===== src/rtl/alu_op_sequencer.sv =====
// ============================================================================
// Module      : alu_op_sequencer
// Description : Request/result sequencer for the 16-bit ALU (ADD, SUB, AND,
//               SLL, ADDI, LW). Define ALU_SERIAL_SHIFT_EN for a bit-serial SLL.
// Revision    : 1.0 - initial release
// ============================================================================
`default_nettype none

module alu_op_sequencer #(
    parameter int W     = 16,
    parameter int IMM_W = 8
) (
    input  logic             clk,
    input  logic             rst,
    input  logic             req_valid,
    output logic             req_ready,
    input  logic [2:0]       req_op,
    input  logic [W-1:0]     req_a,
    input  logic [W-1:0]     req_b,
    input  logic [IMM_W-1:0] req_imm,
    output logic             mem_req,
    output logic [W-1:0]     mem_addr,
    input  logic             mem_ack,
    input  logic [W-1:0]     mem_rdata,
    output logic             res_valid,
    input  logic             res_ready,
    output logic [W-1:0]     res_data,
    output logic             err_badop,
    output logic             busy
);

    localparam logic [2:0] c_OP_ADD  = 3'd0;
    localparam logic [2:0] c_OP_SUB  = 3'd1;
    localparam logic [2:0] c_OP_AND  = 3'd2;
    localparam logic [2:0] c_OP_SLL  = 3'd3;
    localparam logic [2:0] c_OP_ADDI = 3'd4;
    localparam logic [2:0] c_OP_LW   = 3'd5;

    typedef enum logic [1:0] {
        S_IDLE  = 2'd0,
        S_MEM   = 2'd1,
`ifdef ALU_SERIAL_SHIFT_EN
        S_SHIFT = 2'd2,
`endif
        S_DONE  = 2'd3
    } state_t;

    state_t       r_state;
    state_t       w_state_nxt;
    logic [W-1:0] r_res_data;
    logic [W-1:0] w_res_nxt;
    logic         r_err_badop;
    logic         w_err_nxt;
    logic         r_mem_req;
    logic         w_mem_req_nxt;
    logic [W-1:0] r_mem_addr;
    logic [W-1:0] w_mem_addr_nxt;

    logic [W-1:0] w_imm_sext;
    logic [7:0]   w_amt;
    logic         w_amt_big;
    logic [4:0]   w_amt_clamp;
    logic [W-1:0] w_sll;

    assign w_imm_sext  = {{(W-IMM_W){req_imm[IMM_W-1]}}, req_imm};
    assign w_amt       = req_b[7:0];
    assign w_amt_big   = (w_amt >= 8'd16);
    assign w_amt_clamp = w_amt_big ? 5'd16 : w_amt[4:0];
    assign w_sll       = w_amt_big ? '0 : (req_a << w_amt[3:0]);

`ifdef ALU_SERIAL_SHIFT_EN
    logic [4:0] r_shift_cnt;
    logic [4:0] w_shift_cnt_nxt;
`endif

    always_comb begin
        w_state_nxt    = r_state;
        w_res_nxt      = r_res_data;
        w_err_nxt      = r_err_badop;
        w_mem_req_nxt  = r_mem_req;
        w_mem_addr_nxt = r_mem_addr;
`ifdef ALU_SERIAL_SHIFT_EN
        w_shift_cnt_nxt = r_shift_cnt;
`endif
        case (r_state)
            S_IDLE: begin
                if (req_valid) begin
                    w_err_nxt   = 1'b0;
                    w_state_nxt = S_DONE;
                    case (req_op)
                        c_OP_ADD:  w_res_nxt = req_a + req_b;
                        c_OP_SUB:  w_res_nxt = req_a - req_b;
                        c_OP_AND:  w_res_nxt = req_a & req_b;
                        c_OP_ADDI: w_res_nxt = req_a + w_imm_sext;
                        c_OP_SLL: begin
`ifdef ALU_SERIAL_SHIFT_EN
                            if (w_amt_clamp != 5'd0) begin
                                w_res_nxt       = req_a;
                                w_shift_cnt_nxt = w_amt_clamp;
                                w_state_nxt     = S_SHIFT;
                            end else begin
                                w_res_nxt = w_sll;
                            end
`else
                            w_res_nxt = w_sll;
`endif
                        end
                        c_OP_LW: begin
                            w_mem_addr_nxt = req_a + w_imm_sext;
                            w_mem_req_nxt  = 1'b1;
                            w_state_nxt    = S_MEM;
                        end
                        default: begin
                            w_res_nxt = '0;
                            w_err_nxt = 1'b1;
                        end
                    endcase
                end
            end
            S_MEM: begin
                if (mem_ack) begin
                    w_res_nxt     = mem_rdata;
                    w_mem_req_nxt = 1'b0;
                    w_state_nxt   = S_DONE;
                end
            end
`ifdef ALU_SERIAL_SHIFT_EN
            S_SHIFT: begin
                // Final shift lands on the edge the counter hits zero.
                w_res_nxt       = {r_res_data[W-2:0], 1'b0};
                w_shift_cnt_nxt = r_shift_cnt - 5'd1;
                if (r_shift_cnt == 5'd1) begin
                    w_state_nxt = S_DONE;
                end
            end
`endif
            S_DONE: begin
                if (res_ready) begin
                    w_err_nxt   = 1'b0;
                    w_state_nxt = S_IDLE;
                end
            end
            default: begin
                w_state_nxt = S_IDLE;
            end
        endcase
    end

    always_ff @(posedge clk) begin
        if (rst) begin
            r_state     <= S_IDLE;
            r_res_data  <= '0;
            r_err_badop <= 1'b0;
            r_mem_req   <= 1'b0;
            r_mem_addr  <= '0;
`ifdef ALU_SERIAL_SHIFT_EN
            r_shift_cnt <= 5'd0;
`endif
        end else begin
            r_state     <= w_state_nxt;
            r_res_data  <= w_res_nxt;
            r_err_badop <= w_err_nxt;
            r_mem_req   <= w_mem_req_nxt;
            r_mem_addr  <= w_mem_addr_nxt;
`ifdef ALU_SERIAL_SHIFT_EN
            r_shift_cnt <= w_shift_cnt_nxt;
`endif
        end
    end

    assign req_ready = (r_state == S_IDLE);
    assign res_valid = (r_state == S_DONE);
    assign busy      = (r_state != S_IDLE);
    assign res_data  = r_res_data;
    assign err_badop = r_err_badop;
    assign mem_req   = r_mem_req;
    assign mem_addr  = r_mem_addr;

endmodule

`default_nettype wire


===== config.mk =====
export PLATFORM = sky130hd
export DESIGN_NAME = alu_op_sequencer
export DESIGN_NICKNAME = d
export VERILOG_FILES = /design/src/rtl/alu_op_sequencer.sv
export SDC_FILE = /design/constraint.sdc
export NUM_CORES = 1
export LEC_CHECK = 0
export ABC_CLOCK_PERIOD_IN_PS = 7500
export BUFFER_PORTS_ARGS = -buffer_cell sky130_fd_sc_hd__clkbuf_2
export CAP_MARGIN = 20
export CORE_MARGIN = 5
export CORE_UTILIZATION = 41
export CTS_BUF_LIST = sky130_fd_sc_hd__clkbuf_8
export CTS_CLUSTER_SIZE = 20
export DETAILED_ROUTE_END_ITERATION = 10
export HOLD_SLACK_MARGIN = 0.15
export PLACE_DENSITY_LB_ADDON = 0.05
export SETUP_SLACK_MARGIN = 0.3
export SKIP_CTS_REPAIR_TIMING = 1
export SYNTH_ARGS = -nofsm -noshare
export SYNTH_HDL_FRONTEND = slang
export SYNTH_SLANG_ARGS = --single-unit

===== constraint.sdc =====
create_clock -name clk -period 7.5 [get_ports clk]
set_input_delay 0.75 -clock clk [delete_from_list [all_inputs] [get_ports clk]]
set_output_delay 0.75 -clock clk [all_outputs]
set_load 0.05 [all_outputs]

==> impl_results.md <==
- Status: completed
- GP Congestion: between 0.9 and 1
- Crit. End Element: flip-flop
- Crit-path max cell delay: 0.84 ns
- Register area share after synthesis: 0.160
- CTS clk-pin slew, worst paths: 0.09 ns
- Final worst-path cycle share: 0.561
- EDFF count, synth: 0
- Gate Count Post-Synth: 607
- # setup viols final: 0
- Congestion Overflow GR: 0
- Asr flop ratio synth: 0
- Largest net degree at the start of global routing: 39
- Die Y-Extent: ~110 um
- Most frequent CP cell: nor2_1
- Crit Path Max Fanout: 10
- GRT Total Usage: 0.257
- RSZ-0062 raised after global routing: no
- Clock skew: 0.00795 ns
- CTS max path bufs: 2
- Initial Utilization: 0.416
- CTS HTree Levels: 2
- Hpwl dp: 13.6 mm
- First-pass detailed-route iteration total: 5
- Crit path cell chain: clkbuf_2 -> nor2_1 -> and2_1 -> nor2_1 -> xnor2_1 -> ha_1 -> nor2b_1 -> o2111a_1 -> nor3_1 -> nor3_1 -> nor2_1 -> o211ai_1 -> a311oi_1
- Clock insertion delay at the later pin of the skew report: 0.30 ns
- Antenna-violating nets left: 0
- Final Max Tran Viols: 0
- IO Count: 101
- Leakage: roughly 2.2 nW
- DR WL/cell: 20.5 um
- Flop and latch count out of synthesis: 36
- Final min period: 4.21 ns
- Sink Count: 36
- DIE AREA: between 10000 and 15000 um^2
- Vias in the first global route: 4784
- Core area: about 11000 um^2
- Post-Syn Area: between 4000 and 5000 um^2
- DR iter-0 viols: 445
- Rel. slew slack: 0.273
- P&R area growth vs syn: 15.2%
- Via/cell ratio: 6.09
- DRC: 0
- # port buffers: 100
- Hold Path Class: flip-flop to flip-flop
- # Max-Cap Violations: 0
- Post-Place Worst Slack: 3.16 ns
- Die width: 115 um
- Share of cells above drive strength 1: 0.208
- Critical path start-end classification: primary input to flip-flop
- Final hold viol count: 0
- Placed Instance Area: between 5000 and 6000 um^2
- WL final: 17.0 mm
- Site Rows: 38
- Peak VDD IR: just under 80 uV
- Fmax: ~0.24 GHz
- Data required time of the worst path: 7.71 ns
- Worst Tran Pin Value: 1.09 ns
- Vias: 5046
- Initial antenna violation count: 0
- Final Core Density: 0.479
- First-pass GRT wire length: 26.5 mm
- CTS Root Cell: clkbuf_8
- Yosys Warn Count: 0
- Setup TNS: 0 ns
- Fillers: 1131
- R2R Setup Slk: 5.07 ns
- CTS buffer count: 5
- Syn avg cell area: 7.40 um^2
- Pwr dens: 158 nW/um^2
- Antenna cell count: 0
- Startpoint types: primary input
- Post-placement cell count: 821
- Cell variety after synth: between 70 and 80
- Critical Path AT: 4.42 ns
- Syn nets: 706
- Non-filler cells, final: 829
- Nets: 787
- Worst setup margin: approximately 3.3 ns
- Cell area after layout: 5170 um^2
- Primary FF master, synth: dfxtp_1
- CTS tree: done
- Crit path max-delay cell type: nor2_1
## layout make-up
type	count	area, um^2	share of cell area
Tap cell	140	175	0.0339
Timing Repair Buffer	103	523	0.101
Sequential cell	36	721	0.139
Clock inverter	3	46.3	0.00895
Inverter	18	67.6	0.0131
Clock buffer	5	68.8	0.0133
Multi-Input combinational cell	524	3570	0.690
## sequential cells by signal (all words and copies together), names as in the netlist
signal and flops:
mem_req 1, err_badop 1, mem_addr 16, r_state 2, res_data 16
## worst max-delay path, delay by kind of cell
kind / cells / cell delay [ns]
fa+ha+maj: 1 / 0.35
buf+inv: 1 / 0.13
simple gates: 7 / 2.40
xor+xnor: 1 / 0.14
compound gates: 3 / 0.63
## cells in the mapped netlist, types with 6 or more instances
master	number	area (um^2)
dfxtp_1	36	721
o21ai_1	6	30.0
nor2_1	60	225
nor3_1	15	75.1
xnor2_1	15	131
nand3_1	23	115
a21o_1	8	60.1
o21bai_1	8	60.1
inv_1	16	60.1
mux2_2	10	113
a21oi_1	51	255
a211oi_1	14	105
mux2i_1	17	170
ha_1	33	413
and3_1	6	37.5
nand2b_1	9	56.3
o21a_1	7	52.6
or3_1	9	56.3
a32oi_1	8	70.1
or2_2	8	50.1
nand2_1	63	236
buf_2	9	45.0
clkbuf_1	14	52.6
o31ai_1	6	45.0
o21ai_0	35	175
a311oi_1	7	61.3
and2_1	7	43.8
nor2b_1	15	93.8
xor2_1	12	105
## report_power, final
part	leakage, nW	internal, mW	total, mW	switching (mW)
clock	0.0548	0.100	0.184	0.0836
sequential	0.294	0.205	0.216	0.0106
combinational	1.85	0.146	0.415	0.270
## placed cells by master, fill, tap and decap left out, drive strengths merged, types with 6 or more instances in the layout
cell type  count
clkbuf       105
nor3          16
nor2          60
a21oi         51
nand2b         9
mux2          10
o21ai         41
nor2b         15
mux2i         17
ha            33
dfxtp         36
or3            9
and3           6
o31ai          7
a311oi         7
or2            9
nand3         23
a211oi        15
a32oi          8
xor2          12
nand2         63
xnor2         15
a21o           8
and2           8
o21bai         8
o21a           7
inv           17
## per-stage QoR
step | hold WS [ns] | power [mW]
6_report | 0.457 | 0.815
3_5_place_dp | 0.446 | 0.629
5_1_grt | 0.478 | 0.866
4_1_cts | 0.458 | 0.815
2_1_floorplan | 0.587 | 0.509
3_3_place_gp | 0.445 | 0.628
## cells by family after synthesis
logic type,count (synthesis),share of synthesized area
and+or+nand+nor,235,0.259
AOI/OAI and AO/OA,195,0.293
buffers and inverters,47,0.0460
DFF,36,0.160
adders and majority gates,35,0.101
muxes,32,0.0880
xor gates and xnor gates,27,0.0527
## layer usage
| layer | vias up | track usage | wire (um) |
|---|---|---|---|
| met5 | - | 0 | 0 |
| met3 | 29 | 0.0428 | 1400 |
| met4 | 0 | 0.0689 | 373 |
| met1 | 2358 | 0.359 | 7680 |
| li1 | 2416 | - | - |
| met2 | 243 | 0.410 | 7560 |
## path summary, 6_finish.rpt
kind                       end  depth (start not counted)          from
hold reg to reg   mem_addr[12]                          2  mem_addr[12]
hold / removal    mem_addr[12]                          2  mem_addr[12]
setup / recovery  res_data[14]                         13     req_op[1]
setup reg to reg  res_data[12]                          7    r_state[0]
Power figures use the tool's default switching activity.
